--- config.mk ---
export PLATFORM = sky130hd
export DESIGN_NAME = fetch_prefetch_unit
export DESIGN_NICKNAME = d
export VERILOG_FILES = /design/src/rtl/fetch_prefetch_unit.sv
export SDC_FILE = /design/constraint.sdc
export NUM_CORES = 1
export LEC_CHECK = 0
export BUFFER_PORTS_ARGS = -buffer_cell sky130_fd_sc_hd__buf_2
export CAP_MARGIN = 20
export CELL_PAD_IN_SITES_DETAIL_PLACEMENT = 0
export CELL_PAD_IN_SITES_GLOBAL_PLACEMENT = 1
export CORE_ASPECT_RATIO = 0.8
export CORE_UTILIZATION = 45
export DETAILED_ROUTE_END_ITERATION = 7
export PLACE_DENSITY_LB_ADDON = 0.2
export SLEW_MARGIN = 20
export SYNTH_ARGS = -nofsm -noshare
export SYNTH_HDL_FRONTEND = slang
export SYNTH_SLANG_ARGS = --single-unit
--- constraint.sdc ---
create_clock -name clk -period 3.55 [get_ports clk]
set_input_delay 0.5325 -clock clk [delete_from_list [all_inputs] [get_ports clk]]
set_output_delay 0.5325 -clock clk [all_outputs]
set_load 0.01 [all_outputs]
--- src/rtl/fetch_prefetch_unit.sv ---
// Instruction prefetch stage: fetches one word at a time from instruction memory
// and buffers {instruction, PC} pairs in a small FIFO for the core.
module fetch_prefetch_unit #(
    parameter int                ADDR_W   = 32,
    parameter int                DEPTH    = 4,
    parameter logic [ADDR_W-1:0] RESET_PC = '0
) (
    input  logic              clk,
    input  logic              rst,
    output logic              mem_req,
    output logic [ADDR_W-1:0] mem_addr,
    input  logic              mem_ack,
    input  logic              mem_rvalid,
    input  logic [31:0]       mem_rdata,
    output logic              inst_valid,
    output logic [31:0]       inst_data,
    output logic [ADDR_W-1:0] inst_pc,
    input  logic              inst_ready,
    input  logic              redirect_valid,
    input  logic [ADDR_W-1:0] redirect_pc
);

    localparam int PTR_W = (DEPTH > 1) ? $clog2(DEPTH) : 1;
    localparam int CNT_W = $clog2(DEPTH + 1);
    localparam logic [CNT_W-1:0] FULL_COUNT = CNT_W'(DEPTH);

    typedef enum logic [1:0] {
        IDLE,
        REQ,
        WAIT
    } state_t;

    state_t state, state_next;

    logic [ADDR_W-1:0] fetch_pc, fetch_pc_next;
    logic [ADDR_W-1:0] req_pc, req_pc_next;
    logic              discard, discard_next;
    logic              push_en;
    logic              pop_en;
    logic [ADDR_W-1:0] redirect_aligned;
    logic              unused_redirect_lsbs;

    logic [31:0]       data_mem [DEPTH];
    logic [ADDR_W-1:0] pc_mem   [DEPTH];
    logic [PTR_W-1:0]  wr_ptr, rd_ptr;
    logic [CNT_W-1:0]  count;

    assign redirect_aligned     = {redirect_pc[ADDR_W-1:2], 2'b00};
    assign unused_redirect_lsbs = ^redirect_pc[1:0];

    assign mem_req    = (state == REQ);
    assign mem_addr   = req_pc;
    assign inst_valid = (count != '0);
    assign inst_data  = inst_valid ? data_mem[rd_ptr] : '0;
    assign inst_pc    = inst_valid ? pc_mem[rd_ptr] : '0;
    assign pop_en     = inst_valid && inst_ready && !redirect_valid;

    // A request is only launched from IDLE with a free slot, so the single
    // outstanding word always has room when it returns.
    always_comb begin
        state_next    = state;
        fetch_pc_next = fetch_pc;
        req_pc_next   = req_pc;
        discard_next  = discard;
        push_en       = 1'b0;
        case (state)
            IDLE: begin
                if (redirect_valid) begin
                    fetch_pc_next = redirect_aligned;
                end else if (count < FULL_COUNT) begin
                    req_pc_next = fetch_pc;
                    state_next  = REQ;
                end
            end
            REQ: begin
                if (mem_ack) begin
                    state_next    = WAIT;
                    fetch_pc_next = fetch_pc + ADDR_W'(4);
                end
                if (redirect_valid) begin
                    fetch_pc_next = redirect_aligned;
                    discard_next  = 1'b1;
                end
            end
            WAIT: begin
                if (mem_rvalid) begin
                    state_next   = IDLE;
                    discard_next = 1'b0;
                    push_en      = !discard && !redirect_valid;
                    if (redirect_valid) begin
                        fetch_pc_next = redirect_aligned;
                    end
                end else if (redirect_valid) begin
                    fetch_pc_next = redirect_aligned;
                    discard_next  = 1'b1;
                end
            end
            default: state_next = IDLE;
        endcase
    end

    always_ff @(posedge clk or negedge rst) begin
        if (!rst) begin
            state    <= IDLE;
            fetch_pc <= RESET_PC;
            req_pc   <= RESET_PC;
            discard  <= 1'b0;
        end else begin
            state    <= state_next;
            fetch_pc <= fetch_pc_next;
            req_pc   <= req_pc_next;
            discard  <= discard_next;
        end
    end

    // A redirect empties the buffer outright; any push or pop that cycle is lost.
    always_ff @(posedge clk or negedge rst) begin
        if (!rst) begin
            wr_ptr <= '0;
            rd_ptr <= '0;
            count  <= '0;
        end else if (redirect_valid) begin
            wr_ptr <= '0;
            rd_ptr <= '0;
            count  <= '0;
        end else begin
            if (push_en) begin
                wr_ptr <= wr_ptr + PTR_W'(1);
            end
            if (pop_en) begin
                rd_ptr <= rd_ptr + PTR_W'(1);
            end
            if (push_en && !pop_en) begin
                count <= count + CNT_W'(1);
            end else if (!push_en && pop_en) begin
                count <= count - CNT_W'(1);
            end
        end
    end

    always_ff @(posedge clk) begin
        if (push_en) begin
            data_mem[wr_ptr] <= mem_rdata;
            pc_mem[wr_ptr]   <= req_pc;
        end
    end

endmodule

==> results of run 1 <==
path summary, 6_finish.rpt:
kind | startpoint | to | slack, ns
hold / removal | rst | fetch_pc[28] | 0.11
hold reg to reg | fetch_pc[18] | mem_addr[18] | 0.53
max in group asynchronous | rst | mem_addr[26] | 2.71
setup / recovery | count[1] | inst_pc[9] | 0.64
setup reg to reg | state[0] | data_mem[0][26] | 0.99
min in group clk | mem_rdata[31] | data_mem[3][31] | 0.25
routing by layer:
metal	GRT usage [%]	up-vias
met5	0	-
met4	4.12	0
met3	3.83	31
met2	29.9	197
met1	27.9	3729
li1	-	3342
power groups by stage:
stage	clock network (µW)	registers (µW)	logic, µW
2_1_floorplan	0	5140	2260
3_3_place_gp	0	5330	3310
3_5_place_dp	0	5350	3340
4_1_cts	3730	5280	3350
5_1_grt	3880	5360	3610
6_report	3640	5260	3290
worst reg2reg max path: stages (launching register included):
cell	delay [ns]
dfrtp_1	0.42
inv_1	0.09
ha_1	0.28
nand3b_1	0.15
buf_4	0.20
nor2_1	0.23
and2_4	0.55
buf_4	0.34
area by class of cell:
class,instances,area (µm²)
Multi-Input combinational cell,386,3640
Tap cell,370,463
Fill cell,2297,12800
Clock buffer,39,891
Clock inverter,22,255
Inverter,13,48.8
Sequential cell,318,9210
Timing Repair Buffer,185,1100
state kept, by name, indices dropped and copies added, names as in the netlist:
| name | flops |
|---|---|
| pc_mem | 120 |
| data_mem | 128 |
| rd_ptr | 2 |
| fetch_pc | 30 |
| discard | 1 |
| mem_addr | 30 |
| count | 3 |
| state | 2 |
| wr_ptr | 2 |
stage by stage:
stage | total power [µW] | hold slack (ns) | setup WS, ns
final | 12200 | 0.114 | 0.639
after detailed placement | 8680 | 0.522 | 0.969
after floorplan | 7400 | 0.237 | 0.436
after CTS | 12400 | 0.124 | 0.578
after global routing | 12900 | 0.142 | 0.505
after global placement | 8640 | 0.517 | 1.03
logic make-up (layout without fill, tap and decap cells):
family | count (synthesis) | after routing | share of synthesized area (%)
flops | 318 | 318 | 70.3
simple gates | 171 | 171 | 7.53
compound gates | 100 | 100 | 5.03
mux | 96 | 96 | 13.6
buf+inv | 59 | 259 | 2.16
fa+ha+maj | 10 | 10 | 1.01
xor+xnor | 5 | 5 | 0.392
other cells | 1 | 4 | 0.0287
cells in the final DEF (no fill, tap or decap), types with 16 or more instances in the layout:
master | netlist | final
a21oi_1 | 37 | 37
and2_1 | 69 | 65
buf_2 | 13 | 161
clkbuf_16 | 0 | 35
dfrtp_1 | 70 | 68
edfxtp_1 | 248 | 248
mux2_2 | 31 | 31
mux4_2 | 62 | 62
nand2_1 | 30 | 30
nor2_1 | 18 | 16
==> out/results.tsv, run 1 <==
stage	metric	value	unit
cells_and_area	n_diodes	0	
cells_and_area	Area Growth Syn to Fin	19.2	%
routing	met3 routed wirelength	1700	µm
routing	initial DRC count	452	
floorplan	FP Rows	55	
cells_and_area	fin nets	1018	
run_status	failing checks	design-rule violations	
grt	pin count of the biggest net entering global routing	46	
critical_path	Crit path buffers/inverters	2	
synth	most common cell in the synthesized netlist	edfxtp_1	
sta	Slew HR	47.4	%
sta	Worst-Margin Slew	0.789	ns
critical_path	CP Capture Type	output pin	
floorplan	I/O pin count	168	
power_and_ir_drop	Net Switching	3740	µW
clock_network	Clk Latency, worst-skew pair	0.50	ns
run_status	outcome	complete, but fails checks	
floorplan	Die ar.	29800	µm²
grt	antenna violations before repair	0	
power_and_ir_drop	clock share of power	29.8	%
critical_path	critical path arrival	2.38	ns
clock_network	clock sink count	318	
routing	First-pass DRT Iterations	7	
floorplan	die width	193	µm
cells_and_area	Core Util, Final	54.9	%
floorplan	Core Area	28400	µm²
critical_path	CP peak stage delay	0.72	ns
sta	maximum clock rate	0.343	GHz
clock_network	Inserted Clock Buffers	34	
clock_network	buffer count from post-CTS setup fixing	0	
routing	drt total wl	28000	µm
power_and_ir_drop	Combinational Power Share	27.0	%
sta	Fin. Hold Viols	0	
clock_network	# hold bufs at CTS	0	
synth	Mapped Area	13100	µm²
placement	routability cong.	0.800	
flow_run	Max-Cap Viols	0	
critical_path	CP max FO	45	
critical_path	Crit-path slowest cell	or3_2	
synth	top area cells in the synthesized netlist	edfxtp_1 57%, dfrtp_1 13%, mux4_2 11%	
routing	Metal-1 WL	12700	µm
routing	post-DR vias/cell	5.48	
placement	post-place instance area	14500	µm²
grt	first-pass GRT wire length	42900	µm
placement	HPWL Detailed	17900	µm
synth	Synth top area share	56.9	%
synth	predominant post-synthesis flop cell	edfxtp_1	
power_and_ir_drop	PwrDens	781	nW/µm²
sta	min Tclk post-route	2.91	ns
clock_network	CTS root buf	clkbuf_16	
critical_path	crit start category	register	
critical_path	CP top delay family	simple AND/OR/NAND/NOR gates	
critical_path	Crit path depth	4	
synth	sequential share of the synthesized area	70.3	%
cells_and_area	share of post-route cells with drive strength above 1	36.4	%
power_and_ir_drop	LEAKAGE	0.00558	µW
grt	vias in the first global route	7242	
routing	met2 WL post-DR	13200	µm
clock_network	TritonCTS clock tree	done	
worst_hold_path	HP Class	primary input to asynchronous set/reset pin	
synth	cell count after synthesis	760	
routing	wire per inst	21.0	µm
sta	RSZ-0062 raised after global routing	no	
clock_network	H-tree depth	2	
sta	clock skew	0.0100	ns
clock_network	clock slew at reported path FFs	0.06	ns
critical_path	worst-case reg-to-reg path depth	7	
critical_path	critical path class	register to output pin	
synth	syn_area_per_cell	17.2	µm²
clock_network	Resized cells post-CTS	0	
synth	Seq cells post-synth	318	
synth	top cells by count, synth	248 x edfxtp_1, 70 x dfrtp_1, 69 x and2_1	
clock_network	CTS Buffer Depth	3	
routing	Via Count	7299	
sta	Setup-failing EPs final	0	
power_and_ir_drop	Flop pwr share	43.2	%
grt	Global Route Usage Sum	19.1	%
sta	Setup TNS	0	ns
synth	number of synthesized flops with an enable pin	248	
routing	DR top layer	met4	
power_and_ir_drop	Max VDD drop	0.400	mV
critical_path	critical path required time	3.02	ns
cells_and_area	Cell Count, Final, Fillers Out	1333	
power_and_ir_drop	net switching share of the total power	30.7	%
power_and_ir_drop	Int Pwr	8440	µW
synth	post-synth cell types	56	
floorplan	overall die height	155	µm
sta	Slew Limit Fails	0	
placement	Port-buffer cells	161	
placement	placed cells	1272	
sta	Tcrit/Tclk final	82.0	%
floorplan	Initial Util	46.1	%
critical_path	CP Cell Sequence	or3_2 > buf_4 > and2_1 > buf_2	
routing	Residual DRC	22	
grt	total grt overflow	0	
routing	Final ANT Viol Nets	0	
synth	fraction of registers with async set/reset	22.0	%
synth	area leader, netlist	edfxtp_1	
cells_and_area	final instance area	15600	µm²
synth	Ys Warns	0	
No activity file was read; power rests on OpenSTA's default activity.
==> run 2, diff against run 1 <==
Settings changed: ABC_AREA set to 1.
Clock period 3.55 ns to 2.8 ns, I/O delays scaled along.
==> run 2 against run 1 <==
  * The run now ends clean
  * Worst hold slack gained 0.016 ns
  * Die area is 3.6% higher
  * Routed wire length grew 17%
  * Critical path depth up 2
  * Critical path type unchanged
  * Area after synthesis is 3.6% higher
  * Core utilization decreased by 0.47 points
  * Largest cell class unchanged
  * Non-clock buffer count up 13
  * First-iteration DRC count up 35%
  * Via count increased by 31%
  * Clock skew rose by 0.0060 ns
==> out/results.tsv, run 2 <==
stage	metric	value	unit	change
run_status	outcome	complete, no violations		was complete, but fails checks
routing	First-pass DRT Iterations	5		was 7
power_and_ir_drop	LEAKAGE	0.00629	µW	was 0.00558 µW
synth	most common cell in the synthesized netlist	nor2_1		was edfxtp_1
routing	Metal-1 WL	16300	µm	was 12700 µm
routing	DR top layer	met4		unchanged
routing	met2 WL post-DR	14600	µm	was 13200 µm
sta	Slew HR	56.3	%	was 47.4%
sta	min Tclk post-route	2.65	ns	
floorplan	FP Rows	56		was 55
clock_network	CTS root buf	clkbuf_16		unchanged
power_and_ir_drop	Int Pwr	9760	µW	was 8440 µW
flow_run	Max-Cap Viols	0		unchanged
floorplan	overall die height	157	µm	was 155 µm
grt	pin count of the biggest net entering global routing	126		was 46
synth	Ys Warns	0		unchanged
routing	Final ANT Viol Nets	0		unchanged
critical_path	Worst R2R Setup Slack	0.64	ns	was 0.99 ns
grt	vias in the first global route	8852		was 7242
sta	Worst-Margin Slew	0.656	ns	was 0.789 ns
critical_path	CP max FO	32		was 45
synth	syn_area_per_cell	10.4	µm²	was 17.2 µm²
placement	HPWL Detailed	20800	µm	was 17900 µm
routing	Via Count	9541		was 7299
sta	post-route setup slack	0.153	ns	was 0.639 ns
sta	Setup TNS	0	ns	unchanged
power_and_ir_drop	net switching share of the total power	36.5	%	was 30.7%
sta	Tcrit/Tclk final	94.5	%	
grt	first-pass GRT wire length	50600	µm	was 42900 µm
grt	total grt overflow	0		unchanged
routing	initial DRC count	611		was 452
sta	maximum clock rate	0.378	GHz	
sta	Fin. Hold Viols	0		unchanged
synth	Synth top area share	54.9	%	was 56.9%
floorplan	Initial Util	46.0	%	was 46.1%
critical_path	critical path class	register to output pin		unchanged
power_and_ir_drop	Max VDD drop	0.547	mV	was 0.400 mV
power_and_ir_drop	clock share of power	26.1	%	was 29.8%
grt	Global Route Usage Sum	21.5	%	was 19.1%
worst_hold_path	HP Class	primary input to register		was primary input to asynchronous set/reset pin
power_and_ir_drop	Net Switching	5610	µW	was 3740 µW
placement	routability cong.	0.870		was 0.800
cells_and_area	largest registers	data_mem: 128 flops, pc_mem: 120 flops		unchanged
routing	met3 routed wirelength	1480	µm	was 1700 µm
sta	RSZ-0062 raised after global routing	no		unchanged
sta	clock skew	0.0160	ns	was 0.0100 ns
cells_and_area	share of post-route cells with drive strength above 1	17.6	%	was 36.4%
clock_network	CTS Buffer Depth	3		unchanged
routing	Residual DRC	0		was 22
synth	fraction of registers with async set/reset	22.0	%	unchanged
cells_and_area	most common cell after layout, fill and taps aside	nor2_1		was edfxtp_1
cells_and_area	commonest non-fill, non-tap cells in the layout	335 x nor2_1, 248 x edfxtp_1, 185 x nand2_1		was 248 x edfxtp_1, 161 x buf_2, 68 x dfrtp_1
critical_path	Crit path buffers/inverters	4		was 2
clock_network	Inserted Clock Buffers	34		unchanged
power_and_ir_drop	PwrDens	957	nW/µm²	was 781 nW/µm²
cells_and_area	max reg flops	128		unchanged
synth	sequential share of the synthesized area	67.8	%	was 70.3%
power_and_ir_drop	power consumption	15400	µW	was 12200 µW
clock_network	Clk Latency, worst-skew pair	0.50	ns	about the same
critical_path	CP Capture Type	output pin		unchanged
cells_and_area	fin nets	1555		was 1018
grt	antenna violations before repair	0		unchanged
clock_network	TritonCTS clock tree	done		unchanged
clock_network	H-tree depth	2		unchanged
critical_path	critical path arrival	2.23	ns	was 2.38 ns
clock_network	clock slew at reported path FFs	0.06	ns	about the same
synth	top area cells in the synthesized netlist	edfxtp_1 55%, dfrtp_1 13%, nor2_1 9.4%		was edfxtp_1 57%, dfrtp_1 13%, mux4_2 11%
floorplan	I/O pin count	168		unchanged
critical_path	Crit-path slowest cell	dfrtp_4		was or3_2
critical_path	most common cell type on the critical path	buf_12		
cells_and_area	n_diodes	0		unchanged
critical_path	CP peak stage delay	0.49	ns	was 0.72 ns
routing	wire per inst	17.2	µm	was 21.0 µm
synth	Mapped Area	13600	µm²	was 13100 µm²
cells_and_area	Area Growth Syn to Fin	18.4	%	was 19.2%
critical_path	CP Cell Sequence	clkinv_2 > buf_12 > buf_12 > o21ai_0 > a21oi_1 > buf_2		was or3_2 > buf_4 > and2_1 > buf_2
synth	top cells by count, synth	339 x nor2_1, 248 x edfxtp_1, 185 x nand2_1		was 248 x edfxtp_1, 70 x dfrtp_1, 69 x and2_1
power_and_ir_drop	Flop pwr share	42.7	%	was 43.2%
cells_and_area	Fillers	2599		was 2297
cells_and_area	Reg with most FFs	data_mem		unchanged
critical_path	CP top delay family	buffers and inverters		was simple AND/OR/NAND/NOR gates
floorplan	Core Area	29500	µm²	was 28400 µm²
sta	Slew Limit Fails	0		unchanged
floorplan	die width	196	µm	was 193 µm
synth	area leader, netlist	edfxtp_1		unchanged
floorplan	Die ar.	30800	µm²	was 29800 µm²
placement	dpl ws	0.605	ns	was 0.969 ns
placement	Port-buffer cells	161		unchanged
synth	number of synthesized flops with an enable pin	248		unchanged
power_and_ir_drop	Combinational Power Share	31.3	%	was 27.0%
critical_path	critical path required time	2.38	ns	was 3.02 ns
synth	post-synth cell types	33		was 56
routing	drt total wl	32800	µm	was 28000 µm
clock_network	clock sink count	318		unchanged
synth	predominant post-synthesis flop cell	edfxtp_1		unchanged
sta	worst hold slack	0.129	ns	was 0.114 ns
synth	cell count after synthesis	1304		was 760
sta	Setup-failing EPs final	0		unchanged
synth	Seq cells post-synth	318		unchanged
routing	post-DR vias/cell	5.01		was 5.48
critical_path	crit start category	register		unchanged
run 2: changes by cell type after synthesis, sizes merged, moves of 16 or more:
cell,change
nor2,+324
and2,-69
o21ai,+166
a21oi,+40
nand2,+156
mux2,-24
mux4,-62
inv,+48
nand3,+16
run 2: through the flow:
stage | area (µm²) | utilization (%) | instances
finish | 16100 | 54.4 | 1903
global route | 16100 | 54.4 | 1903
CTS | 16100 | 54.4 | 1903
detailed placement | 15100 | 51.0 | 1844
global placement | 15100 | 51.0 | 1844
floorplan | 13600 | - | 1307
run 2: worst paths after layout:
| check | start | end | cells past startpoint |
|---|---|---|---|
| max | rd_ptr[0] | inst_data[24] | 6 |
| min | mem_rdata[1] | data_mem[0][1] | 1 |
| min reg2reg | fetch_pc[31] | fetch_pc[31] | 2 |
| max reg2reg | state[0] | count[2] | 11 |
| max in group asynchronous | rst | rd_ptr[1] | 3 |
| min in group asynchronous | rst | mem_addr[22] | 3 |
run 2: logic make-up after synthesis:
logic type | count (synthesis) | synth area share (%)
AOI/OAI and AO/OA | 265 | 9.93
and+or+nand+nor | 571 | 16.4
muxes | 7 | 0.581
xor gates and xnor gates | 5 | 0.323
other | 1 | 0.0276
adders and majority gates | 10 | 0.978
buffers and inverters | 127 | 3.93
DFF | 318 | 67.8
run 2: power groups by stage:
stage               sequential [µW]  combinational [µW]  clock, µW
floorplan                      6460                2930          0
global placement               6630                4790          0
detailed placement             6650                4830          0
CTS                            6550                4860       4110
global route                   6650                5380       4270
finish                         6560                4800       4010
run 2: repair_timing:
action,4_1_cts,5_1_grt
hold buffers,1,0
setup buffers,0,0
setup endpoints to repair,0,10
endpoints found under the hold margin,70,0
resized for setup,0,3
run 2: layer usage:
metal | vias to the layer above | GRT usage, %
met4 | 0 | 4.58
met3 | 40 | 2.98
met2 | 226 | 32.7
met5 | - | 0
li1 | 4758 | -
met1 | 4517 | 32.8
run 2: final cells by class:
| cell class | count | area, µm² | area share [%] |
|---|---|---|---|
| Clock buffer | 41 | 897 | 5.59 |
| Clock inverter | 17 | 88.8 | 0.553 |
| Inverter | 61 | 233 | 1.45 |
| Multi-Input combinational cell | 862 | 3870 | 24.1 |
| Sequential cell | 318 | 9210 | 57.3 |
| Tap cell | 406 | 508 | 3.16 |
| Timing Repair Buffer | 198 | 1250 | 7.78 |
==> run 3, diff against run 2 <==
Settings changed: SETUP_SLACK_MARGIN set to 0.5.
==> run 3 against run 2 <==
  * Via count grew 6.4%
  * Total power grew 12%
  * Global-route usage grew 2.7 points
  * Core utilization grew 5.4 points
  * Die area is the same
  * Clock-buffer cell count shrank 2
  * Combinational power grew 37%
  * Final area grew 10%
  * Non-clock buffer count grew 38
  * Register-to-register slack gained 0.02 ns
  * First-iteration DRC count grew 19%
  * Worst hold slack lost 0.060 ns
  * Critical path type unchanged
  * Critical endpoint is now inst_data[29]
==> out/results.tsv, run 3 (synthesis gave the netlist of run 2 again) <==
stage	metric	value	unit	change
routing	Via Count	10156		was 9541
clock_network	CTS Buffer Depth	3		unchanged
power_and_ir_drop	PwrDens	974	nW/µm²	was 957 nW/µm²
clock_network	Inserted Clock Buffers	31		was 34
floorplan	Die ar.	30800	µm²	unchanged
clock_network	clock slew at reported path FFs	0.06	ns	about the same
cells_and_area	largest registers	data_mem: 128 flops, pc_mem: 120 flops		unchanged
routing	Residual DRC	0		unchanged
cells_and_area	share of post-route cells with drive strength above 1	26.5	%	was 17.6%
cells_and_area	Area Growth Syn to Fin	30.1	%	was 18.4%
sta	Tcrit/Tclk final	86.5	%	was 94.5%
sta	Slew Limit Fails	0		unchanged
sta	post-route setup slack	0.378	ns	was 0.153 ns
cells_and_area	max reg flops	128		unchanged
clock_network	H-tree depth	1		was 2
placement	post-place instance area	15000	µm²	was 15100 µm²
placement	routability cong.	0.830		was 0.870
critical_path	critical path arrival	2.00	ns	was 2.23 ns
routing	Final ANT Viol Nets	0		unchanged
routing	drt total wl	37900	µm	was 32800 µm
cells_and_area	Reg with most FFs	data_mem		unchanged
sta	Setup-failing EPs final	0		unchanged
sta	RSZ-0062 raised after global routing	yes		was no
critical_path	CP Cell Sequence	buf_12 > buf_8 > buf_16 > nor2_1 > nor2_1 > o21ai_1 > a21oi_2 > buf_2		was clkinv_2 > buf_12 > buf_12 > o21ai_0 > a21oi_1 > buf_2
critical_path	most common cell type on the critical path	nor2_1		was buf_12
critical_path	Crit-path slowest cell	dfrtp_4		unchanged
grt	first-pass GRT wire length	55600	µm	was 50600 µm
floorplan	overall die height	157	µm	unchanged
routing	post-DR vias/cell	5.23		was 5.01
sta	Setup TNS	0	ns	unchanged
sta	Worst-Margin Slew	0.682	ns	was 0.656 ns
routing	initial DRC count	729		was 611
power_and_ir_drop	LEAKAGE	0.00683	µW	was 0.00629 µW
grt	vias in the first global route	9342		was 8852
cells_and_area	commonest non-fill, non-tap cells in the layout	271 x nor2_1, 248 x edfxtp_1, 185 x nand2_1		was 335 x nor2_1, 248 x edfxtp_1, 185 x nand2_1
placement	Port-buffer cells	161		unchanged
grt	antenna violations before repair	1		was 0
grt	total grt overflow	0		unchanged
flow_run	Max-Cap Viols	0		unchanged
clock_network	Clk Latency, worst-skew pair	0.56	ns	was 0.50 ns
power_and_ir_drop	power consumption	17200	µW	was 15400 µW
run_status	outcome	complete, no violations		unchanged
sta	min Tclk post-route	2.42	ns	was 2.65 ns
routing	wire per inst	19.5	µm	was 17.2 µm
worst_hold_path	HP Class	primary input to register		unchanged
cells_and_area	fin nets	1592		was 1555
critical_path	CP max FO	8		was 32
floorplan	die width	196	µm	unchanged
cells_and_area	most common cell after layout, fill and taps aside	nor2_1		unchanged
clock_network	clock sink count	318		unchanged
floorplan	Initial Util	46.0	%	unchanged
floorplan	I/O pin count	168		unchanged
sta	Slew HR	54.5	%	was 56.3%
power_and_ir_drop	Max VDD drop	0.564	mV	was 0.547 mV
critical_path	CP peak stage delay	0.54	ns	was 0.49 ns
grt	Global Route Usage Sum	24.2	%	was 21.5%
floorplan	Core Area	29500	µm²	unchanged
critical_path	FF-to-FF Start	state[1]		was state[0]
critical_path	critical path required time	2.38	ns	about the same
placement	dpl ws	0.598	ns	was 0.605 ns
floorplan	FP Rows	56		unchanged
cells_and_area	n_diodes	0		unchanged
clock_network	CTS root buf	clkbuf_16		unchanged
critical_path	crit path launch	rd_ptr[0]		unchanged
routing	First-pass DRT Iterations	5		unchanged
critical_path	CP Capture Type	output pin		unchanged
critical_path	crit start category	register		unchanged
sta	maximum clock rate	0.413	GHz	was 0.378 GHz
cells_and_area	final instance area	17700	µm²	was 16100 µm²
clock_network	TritonCTS clock tree	done		unchanged
sta	worst hold slack	0.0690	ns	was 0.129 ns
grt	pin count of the biggest net entering global routing	63		was 126
sta	clock skew	0.0123	ns	was 0.0160 ns
critical_path	Worst R2R Setup Slack	0.66	ns	was 0.64 ns
placement	HPWL Detailed	20800	µm	about the same
worst_hold_path	min-delay src	mem_rdata[17]		was mem_rdata[1]
sta	Fin. Hold Viols	0		unchanged
critical_path	critical path class	register to output pin		unchanged
## run 3: cell types whose count changed in the layout (fill, tap and decap cells not counted), moves of 6 or more
cell     change
o21ai_1     +81
buf_12       +6
o21ai_0     -98
nor2_2      +21
buf_16      +23
nor2_1      -64
a21oi_1     -20
o21ai_2     +17
a21oi_2     +20
nor2_4      +44
## run 3: per-layer routing
metal | up-vias | part of all wire, % | track usage [%]
met4 | 2 | 1.3 | 4.61
li1 | 4864 | - | -
met2 | 294 | 46 | 38.5
met3 | 42 | 5.9 | 3.62
met5 | - | 0.034 | 0
met1 | 4954 | 46 | 35.6
## run 3: critical path, delay by kind of cell (launching register included)
kind | cells | cell delay, ns
buf+inv | 4 | 0.57
flops | 1 | 0.54
compound gates | 2 | 0.18
simple gates | 2 | 0.15
## run 3: power breakdown
group,switching [µW],internal (µW)
Combinational,3880,2710
Sequential,734,5840
Clock,1720,2300
## run 3: per-stage QoR
stage / util [%] / instances
floorplan: - / 1307
global placement: 50.8 / 1834
detailed placement: 50.8 / 1834
CTS: 58.5 / 1936
global route: 59.8 / 1943
finish: 59.8 / 1943
## run 3: final cells by class
class / instances / area [µm²]
fillers: 2468 / 11800
flip-flops and latches: 318 / 9210
multi-input cells: 863 / 4420
repair buffers: 236 / 2260
clock buffers: 39 / 806
well taps: 406 / 508
inverters: 61 / 273
clock inverters: 19 / 169
repair inverters: 1 / 16.3
## run 3: path summary, 6_finish.rpt
path | end | cells after the start
worst max-delay path | inst_data[29] | 8
min in group asynchronous | mem_addr[18] | 2
max in group asynchronous | count[0] | 3
worst min-delay path | data_mem[3][17] | 1
worst max register to register | fetch_pc[11] | 10
worst min register to register | fetch_pc[31] | 2
## run 3: timing repair
action	in CTS	in global routing
cloned	21	7
setup endpoints to repair	62	66
buffers inserted	22	0
hold endpoints to repair	22	0
pin swaps	71	60
hold buffers	1	0
resized for setup	202	96
